[src/rtl/load_store_unit.sv]
// Load/store unit: bridges one core memory request to a single-beat
// data-memory handshake, with lane steering, load formatting and timeout.
// Ports:
//   CLK, RST_N             clock, async active-low reset
//   REQ_VALID/READY        core request handshake (READY only in IDLE)
//   REQ_WE/FUNCT3/ADDR/WDATA  request fields, latched on acceptance
//   MEM_REQ/WE/ADDR/WSTRB/WDATA  registered memory request, held to ACK
//   MEM_ACK/RDATA          memory completion and read word
//   LOAD_DATA              formatted load result, held between loads
//   DONE / ERR             one-cycle completion / reject-or-timeout pulses
//   BUSY                   stall request, high whenever not IDLE
module load_store_unit #(
  parameter int TIMEOUT_CYC = 255
) (
  input  logic        CLK,
  input  logic        RST_N,
  input  logic        REQ_VALID,
  output logic        REQ_READY,
  input  logic        REQ_WE,
  input  logic [2:0]  REQ_FUNCT3,
  input  logic [31:0] REQ_ADDR,
  input  logic [31:0] REQ_WDATA,
  output logic        MEM_REQ,
  output logic        MEM_WE,
  output logic [31:0] MEM_ADDR,
  output logic [3:0]  MEM_WSTRB,
  output logic [31:0] MEM_WDATA,
  input  logic        MEM_ACK,
  input  logic [31:0] MEM_RDATA,
  output logic [31:0] LOAD_DATA,
  output logic        DONE,
  output logic        ERR,
  output logic        BUSY
);

  localparam int CW =
    (TIMEOUT_CYC > 1) ? $clog2(TIMEOUT_CYC + 1) : 1;
  localparam logic [CW-1:0] TO_LAST = CW'(TIMEOUT_CYC - 1);
  localparam bit TO_EN = (TIMEOUT_CYC != 0);

  typedef enum logic [1:0] {
    IDLE   = 2'd0,
    ACCESS = 2'd1,
    RESP   = 2'd2
  } state_e;

  state_e      state_q, state_d;
  logic        we_q, we_d;
  logic [2:0]  f3_q, f3_d;
  logic [1:0]  alo_q, alo_d;
  logic        mem_req_q, mem_req_d;
  logic        mem_we_q, mem_we_d;
  logic [31:0] mem_addr_q, mem_addr_d;
  logic [3:0]  mem_wstrb_q, mem_wstrb_d;
  logic [31:0] mem_wdata_q, mem_wdata_d;
  logic [31:0] load_data_q, load_data_d;
  logic        done_q, done_d;
  logic        err_q, err_d;
  logic [CW-1:0] cnt_q, cnt_d;

  logic        f3_ok;
  logic        align_ok;
  logic        legal;
  logic [3:0]  strb_c;
  logic [31:0] wdat_c;
  logic [31:0] fmt_c;
  logic        to_hit;

  // Request legality: funct3 set differs for loads and stores.
  always_comb begin
    f3_ok = 1'b0;
    unique case (1'b1)
      REQ_WE:  f3_ok = (REQ_FUNCT3 <= 3'b010);
      default: f3_ok = (REQ_FUNCT3 != 3'b011) &&
                       (REQ_FUNCT3 != 3'b110) &&
                       (REQ_FUNCT3 != 3'b111);
    endcase
  end

  always_comb begin
    align_ok = 1'b1;
    unique case (REQ_FUNCT3[1:0])
      2'b01:   align_ok = ~REQ_ADDR[0];
      2'b10:   align_ok = (REQ_ADDR[1:0] == 2'b00);
      default: align_ok = 1'b1;
    endcase
  end

  assign legal = f3_ok & align_ok;

  // Store lane steering; loads never write.
  always_comb begin
    strb_c = 4'b1111;
    wdat_c = REQ_WDATA;
    unique case (REQ_FUNCT3[1:0])
      2'b00: begin
        strb_c = 4'b0001 << REQ_ADDR[1:0];
        wdat_c = {4{REQ_WDATA[7:0]}};
      end
      2'b01: begin
        strb_c = REQ_ADDR[1] ? 4'b1100 : 4'b0011;
        wdat_c = {2{REQ_WDATA[15:0]}};
      end
      default: begin
        strb_c = 4'b1111;
        wdat_c = REQ_WDATA;
      end
    endcase
    if (!REQ_WE) strb_c = 4'b0000;
  end

  // Load formatting from the latched funct3 and address low bits.
  always_comb begin
    logic [7:0]  b;
    logic [15:0] h;
    logic        sx;
    sx = ~f3_q[2];
    unique case (alo_q)
      2'b00:   b = MEM_RDATA[7:0];
      2'b01:   b = MEM_RDATA[15:8];
      2'b10:   b = MEM_RDATA[23:16];
      default: b = MEM_RDATA[31:24];
    endcase
    h = alo_q[1] ? MEM_RDATA[31:16] : MEM_RDATA[15:0];
    unique case (f3_q[1:0])
      2'b00:   fmt_c = {{24{sx & b[7]}}, b};
      2'b01:   fmt_c = {{16{sx & h[15]}}, h};
      default: fmt_c = MEM_RDATA;
    endcase
  end

  assign to_hit = TO_EN && (cnt_q == TO_LAST);

  always_ff @(posedge CLK or negedge RST_N) begin
    if (!RST_N) begin
      state_q     <= IDLE;
      we_q        <= 1'b0;
      f3_q        <= 3'b000;
      alo_q       <= 2'b00;
      mem_req_q   <= 1'b0;
      mem_we_q    <= 1'b0;
      mem_addr_q  <= '0;
      mem_wstrb_q <= '0;
      mem_wdata_q <= '0;
      load_data_q <= '0;
      done_q      <= 1'b0;
      err_q       <= 1'b0;
      cnt_q       <= '0;
    end else begin
      state_q     <= state_d;
      we_q        <= we_d;
      f3_q        <= f3_d;
      alo_q       <= alo_d;
      mem_req_q   <= mem_req_d;
      mem_we_q    <= mem_we_d;
      mem_addr_q  <= mem_addr_d;
      mem_wstrb_q <= mem_wstrb_d;
      mem_wdata_q <= mem_wdata_d;
      load_data_q <= load_data_d;
      done_q      <= done_d;
      err_q       <= err_d;
      cnt_q       <= cnt_d;
    end
  end

  // Next-state logic. ACK takes priority over timeout on the same edge.
  always_comb begin
    state_d = state_q;
    case (state_q)
      IDLE:
        if (REQ_VALID && legal) state_d = ACCESS;
      ACCESS:
        if (MEM_ACK)     state_d = RESP;
        else if (to_hit) state_d = IDLE;
      RESP:    state_d = IDLE;
      default: state_d = IDLE;
    endcase
  end

  // Registered output / datapath updates.
  always_comb begin
    we_d        = we_q;
    f3_d        = f3_q;
    alo_d       = alo_q;
    mem_req_d   = mem_req_q;
    mem_we_d    = mem_we_q;
    mem_addr_d  = mem_addr_q;
    mem_wstrb_d = mem_wstrb_q;
    mem_wdata_d = mem_wdata_q;
    load_data_d = load_data_q;
    done_d      = 1'b0;
    err_d       = 1'b0;
    cnt_d       = cnt_q;
    case (state_q)
      IDLE: begin
        if (REQ_VALID) begin
          we_d  = REQ_WE;
          f3_d  = REQ_FUNCT3;
          alo_d = REQ_ADDR[1:0];
          if (legal) begin
            mem_req_d   = 1'b1;
            mem_we_d    = REQ_WE;
            mem_addr_d  = {REQ_ADDR[31:2], 2'b00};
            mem_wstrb_d = strb_c;
            mem_wdata_d = wdat_c;
            cnt_d       = '0;
          end else begin
            err_d = 1'b1;
          end
        end
      end
      ACCESS: begin
        if (MEM_ACK) begin
          mem_req_d = 1'b0;
          done_d    = 1'b1;
          if (!we_q) load_data_d = fmt_c;
        end else if (to_hit) begin
          mem_req_d = 1'b0;
          err_d     = 1'b1;
        end else begin
          cnt_d = cnt_q + CW'(1);
        end
      end
      default: ;
    endcase
  end

  assign REQ_READY = (state_q == IDLE);
  assign BUSY      = (state_q != IDLE);
  assign MEM_REQ   = mem_req_q;
  assign MEM_WE    = mem_we_q;
  assign MEM_ADDR  = mem_addr_q;
  assign MEM_WSTRB = mem_wstrb_q;
  assign MEM_WDATA = mem_wdata_q;
  assign LOAD_DATA = load_data_q;
  assign DONE      = done_q;
  assign ERR       = err_q;

endmodule

[config.mk]
export PLATFORM = sky130hd
export DESIGN_NAME = load_store_unit
export DESIGN_NICKNAME = d
export VERILOG_FILES = /design/src/rtl/load_store_unit.sv
export SDC_FILE = /design/constraint.sdc
export NUM_CORES = 1
export LEC_CHECK = 0
export BUFFER_PORTS_ARGS = -buffer_cell sky130_fd_sc_hd__buf_2
export CAP_MARGIN = 40
export CORE_MARGIN = 2
export CORE_UTILIZATION = 35
export DETAILED_ROUTE_END_ITERATION = 16
export PLACE_DENSITY = 0.66
export SETUP_SLACK_MARGIN = 0.1
export SKIP_LAST_GASP = 1
export SYNTH_ARGS = -nofsm -noshare
export SYNTH_HDL_FRONTEND = slang
export SYNTH_SLANG_ARGS = --single-unit
[constraint.sdc]
create_clock -name CLK -period 2.95 [get_ports CLK]
set_input_delay 0.7375 -clock CLK [delete_from_list [all_inputs] [get_ports CLK]]
set_output_delay 0.7375 -clock CLK [all_outputs]
set_load 0.1 [all_outputs]
==> results of run 1 <==
-- metrics by stage --
step	cell area, um2	utilization [%]	hold slack (ps)	setup slack [ps]
after floorplan	5760	-	442	198
after global placement	6990	43.7	461	263
after detailed placement	6990	43.7	467	179
after CTS	7640	47.7	319	622
after global routing	7640	47.7	339	459
final	7640	47.7	312	636
-- cells by family after synthesis --
| group | after synthesis |
|---|---|
| XOR/XNOR | 1 |
| AND/OR/NAND/NOR | 141 |
| other | 1 |
| AO/OA/AOI/OAI | 106 |
| buffers and inverters | 46 |
| multiplexers | 84 |
| adder cells (fa/ha/maj) | 6 |
| flip-flops | 118 |
-- path summary, 6_finish.rpt --
| path | from | depth (start not counted) | end | slack (ps) |
|---|---|---|---|---|
| max in group asynchronous | RST_N | 2 | DONE | 1890 |
| setup / recovery | REQ_FUNCT3[1] | 8 | MEM_WSTRB[3] | 640 |
| hold reg to reg | LOAD_DATA[4] | 2 | LOAD_DATA[4] | 480 |
| hold / removal | RST_N | 1 | MEM_ADDR[5] | 310 |
| setup reg to reg | alo_q[1] | 4 | LOAD_DATA[18] | 850 |
| min in group CLK | LOAD_DATA[4] | 2 | LOAD_DATA[4] | 480 |
-- layout make-up --
class                      instances  area [um2]  area share (%)
inverter                          13        48.8           0.639
tap                              216         270            3.54
sequential                       118        2950            38.7
multi-input combinational        340        2550            33.4
clock inverter                     8         171            2.24
timing repair buffer             221        1170            15.3
clock buffer                      22         474            6.21
-- flip-flops by register name, summed over array words and instances, names as in the netlist, 2 cells and up --
name       flops
LOAD_DATA     32
alo_q          2
cnt_q          8
MEM_WSTRB      4
f3_q           3
state_q        2
MEM_WDATA     32
MEM_ADDR      30
-- worst max-delay path: cells and delay by family --
family / cells / cell delay (ps)
buffers and inverters: 3 / 870
and+or+nand+nor: 1 / 150
muxes: 1 / 200
AOI/OAI and AO/OA: 2 / 450
adders and majority gates: 1 / 250
-- routing by layer --
metal / vias to the layer above / global-route usage, % / wire, um
met5: - / 0 / 0
met4: 0 / 6.27 / 236
met3: 18 / 5.54 / 1220
met2: 207 / 28.0 / 7060
met1: 2261 / 23.9 / 6850
li1: 2203 / - / -
-- cell usage in the layout, fill, tap and decap left out, types with 5 or more instances in the layout --
master and count:
o31ai_1 7, a22o_1 15, a21oi_1 24, clkbuf_16 17, a21oi_2 11, dfrtp_1 118, a311oi_1 6, buf_4 13
nand2_1 58, buf_2 206, mux2_4 20, mux2_2 54, bufinv_16 5, inv_1 13, mux2i_1 9, or3_1 6
nor2_1 37, ha_1 6, nor2b_1 8, a22oi_1 15, o21ai_0 12, nand2b_1 6
==> impl_metrics.tcl, run 1 <==
set metrics [dict create \
    drive_gt1_share_pct 47.5 \
    first_iter_violations 255 \
    worst_clock_skew_ps 5.82 \
    yosysMostFrequentCell "dfrtp_1" \
    yosysTopAreaCell "dfrtp_1" \
    crit_type "input pin to flip-flop" \
    netlist_instances 503 \
    max-cap-violations 0 \
    antennaDiodeCount 0 \
    synthArstFlopShare_pct 100 \
    yosysSeqAreaShare_pct 51.3 \
    portBuffers 207 \
    critical_path_required_ps 3290 \
    ys_types 51 \
    synth-xor-area-share_pct 0.152 \
    synth_flop_cell "dfrtp_1" \
    first_global_vias 4679 \
    synth_top_area_share_pct 51.3 \
    synthTopCellsByArea "dfrtp_1, mux2_2, mux2_4" \
    fin_crit_ps 2310 \
    dp_hpwl_mm 10.9 \
    wl_per_cell_um 16.4 \
    root_buffer "clkbuf_16" \
    h-tree-depth 4 \
    cts_buffers 17 \
    synth_common_cells "dfrtp_1, nand2_1, mux2_2" \
    yosys_warnings 0 \
    critical_path.endpoint_type "flip-flop" \
    start_util_pct 36.0 \
    dp.cells 908 \
    grt_overflow 0 \
    clk_pin_slew_worst_paths_ps 50 \
    area_growth_syn_to_layout_pct 32.6 \
    drt_wl_total_mm 15.4 \
    grt_pass1_wl_mm 25.0 \
    synthSimpleGateAreaFrac_pct 11.4 \
    clk-insertion-delay-late_ps 410 \
    path_cells "buf_2 > ha_1 > nor2b_1 > o21bai_1 > a211oi_4 > buf_4 > buf_4 > mux2i_1" \
    postRouteAntennaNets 0 \
    arrival_ps 2650 \
    grt_use_total_pct 18.0 \
    fillers 1556 \
    outcome "completed" \
    via_count 4689 \
    slew_viol_final 0 \
    finalSetupTns_ps 0 \
    post_cts_buffers 0 \
    synth_edf_count 0 \
    cts_resized 0 \
    synth_mux_area_share_pct 17.7 \
    crit_path_max_incr_delay_ps 350 \
    grt_start_max_net_pins 62 \
    drt_first_pass_iters 5 \
    die_width_um 132 \
    core-area_um2 16000 \
    syn_avg_cell_area_um2 11.4 \
    rows 46 \
    synth_top_family_by_area "multiplexers" \
    viasPerCell 5.00 \
    route.detailed.drc 0 \
    fp.dieH_um 132 \
    startpoint_type "input pin" \
    cts_tree "yes" \
    pin_count 210 \
    netlist_area_um2 5760 \
    rsz0062_at_grt "no" \
    cts.sinks 118 \
    cp_max_fo 23 \
    gp_congestion 0.806 \
    worst_pin_slew_ps 656 \
    nets 821 \
    post-route-period-util_pct 78.4 \
    antenna_found_initial 0 \
    clock.fmax_mhz 432 \
    crit_top_cell "buf_4" \
    maxSlewHeadroom_pct 56.3 \
    die-area_um2 17500 \
    synth-compound-area-share_pct 13.5 \
    ctsHoldBuffers 0 \
    worstHoldPathType "input pin to async pin" \
    synth_fa_ha_area_share_pct 1.30 \
    ys_ff_latch 118 \
    clk_path_buf_depth 2 \
    crit_slowest_cell "buf_4" \
    final_cells 938 \
    hold_viol 0 \
    setup_viol 0 \
]
Power of run 1 is not shown: default switching activity piles up to over one toggle a cycle in this logic, so the estimate is an artifact.
==> run 2, diff against run 1 <==
==> constraint.sdc (replaced) <==
create_clock -name CLK -period 2.22 [get_ports CLK]
set_input_delay 0.555 -clock CLK [delete_from_list [all_inputs] [get_ports CLK]]
set_output_delay 0.555 -clock CLK [all_outputs]
set_load 0.1 [all_outputs]
==> run 2 against run 1 <==
Sequential share of layout area shrank 0.93 points. Flip-flop and latch count stayed put. Design area increased by 2.5%. Via count fell by 0.23%. Die area unchanged. Cell count rose by 2.0%. Routed wire length increased by 1.2%. Non-clock buffer count is 17 higher. Critical path depth decreased by 6. Critical endpoint is now REQ_READY. Highest routed layer unchanged.
==> impl_metrics.tcl, run 2 (synthesis gave the netlist of run 1 again) <==
set metrics [dict create \
    outcome "completed" \
    hold_viol 0 \
    die_width_um 132 \
    ctsHoldBuffers 0 \
    cp_max_fo 6 \
    startpoint_type "flip-flop" \
    core-area_um2 16000 \
    grt_use_total_pct 18.1 \
    fillers 1503 \
    multi_input_area_um2 2560 \
    ff_latch_area_um2 2950 \
    fp.dieH_um 132 \
    antenna_found_initial 0 \
    dp_hpwl_mm 11.3 \
    nets 838 \
    first_global_vias 4714 \
    final_cells 957 \
    fin_util_pct 48.9 \
    max-cap-violations 0 \
    clock.fmax_mhz 494 \
    drt_wl_total_mm 15.5 \
    layout_commonest_cell "buf_2" \
    cts_tree "yes" \
    crit_type "flip-flop to output pin" \
    drive_gt1_share_pct 49.1 \
    via_count 4678 \
    dpl_cell_area_um2 7180 \
    grt_overflow 0 \
    clk_path_buf_depth 2 \
    worst_pin_slew_ps 557 \
    post_cts_buffers 0 \
    route.detailed.drc 0 \
    rows 46 \
    stdcell_area_um2 7830 \
    postRouteAntennaNets 0 \
    h-tree-depth 4 \
    setup_viol 0 \
    antennaDiodeCount 0 \
    post-route-period-util_pct 91.2 \
    drt_first_pass_iters 4 \
    root_buffer "clkbuf_16" \
    pin_count 210 \
    hold_ws_ps 97.0 \
    rrSetupSlack_ps 410 \
    start_util_pct 36.0 \
    viasPerCell 4.89 \
    clk_pin_slew_worst_paths_ps 60 \
    portBuffers 207 \
    dp.cells 925 \
    grt_start_max_net_pins 39 \
    rsz0062_at_grt "no" \
    final_cell_mix "buf_2, dfrtp_1, nand2_1, mux2_2, nor2_1" \
    grt_pass1_wl_mm 25.2 \
    critical_path_required_ps 1660 \
    critical_path.endpoint_type "output pin" \
    gp_congestion 0.810 \
    area_growth_syn_to_layout_pct 35.9 \
    first_iter_violations 326 \
    maxSlewHeadroom_pct 62.4 \
    cts_buffers 17 \
    cts_resized 0 \
    worst_clock_skew_ps 8.97 \
    fin_crit_ps 2030 \
    clk-insertion-delay-late_ps 410 \
    wl_per_cell_um 16.2 \
    slew_viol_final 0 \
    worstHoldPathType "input pin to async pin" \
    die-area_um2 17500 \
    cts.sinks 118 \
    arrival_ps 1470 \
]
run 2: cell count changes in the layout (fill, tap and decap cells not counted):
cell and delta:
buf_12 +4, buf_4 +13, bufinv_16 -1, clkbuf_1 -2, clkbuf_8 -1, clkinv_4 +3, inv_6 +3, nand2_2 -1
nand2_4 +1, nor2_2 -1, nor2_4 +1
run 2: critical path: stages (launching register included):
cell and delay, ps:
dfrtp_1 440, nor2_4 170, buf_2 440
run 2: through the flow:
stage | worst slack, ps | setup TNS, ps
2_1_floorplan | 67.4 | 0
3_3_place_gp | -84.1 | -3350
3_5_place_dp | -140 | -6150
4_1_cts | 168 | 0
5_1_grt | 131 | 0
6_report | 195 | 0
run 2: layer usage:
metal | vias to the layer above | global-route usage [%] | wire length [um]
met5 | - | 0 | 0
met4 | 0 | 5.14 | 234
met3 | 20 | 6.46 | 1200
met2 | 192 | 28.4 | 7160
met1 | 2228 | 23.8 | 6950
li1 | 2238 | - | -
run 2: layout make-up:
class	count	area share (%)
clock buffers	19	5.79
well taps	216	3.45
clock inverters	13	2.48
repair buffers	238	17.2
flip-flops and latches	118	37.7
multi-input cells	340	32.7
inverters	13	0.624
run 2: worst paths after layout:
path                               from       endpoint  depth (start not counted)
max                          state_q[0]      REQ_READY                          2
min                               RST_N   MEM_ADDR[15]                          1
max reg2reg                  state_q[0]   MEM_ADDR[22]                          6
min reg2reg                     MEM_REQ        MEM_REQ                          1
max in group asynchronous         RST_N  LOAD_DATA[10]                          2
min in group CLK           REQ_ADDR[13]   MEM_ADDR[13]                          2
Power of run 2 is left out for the same reason.
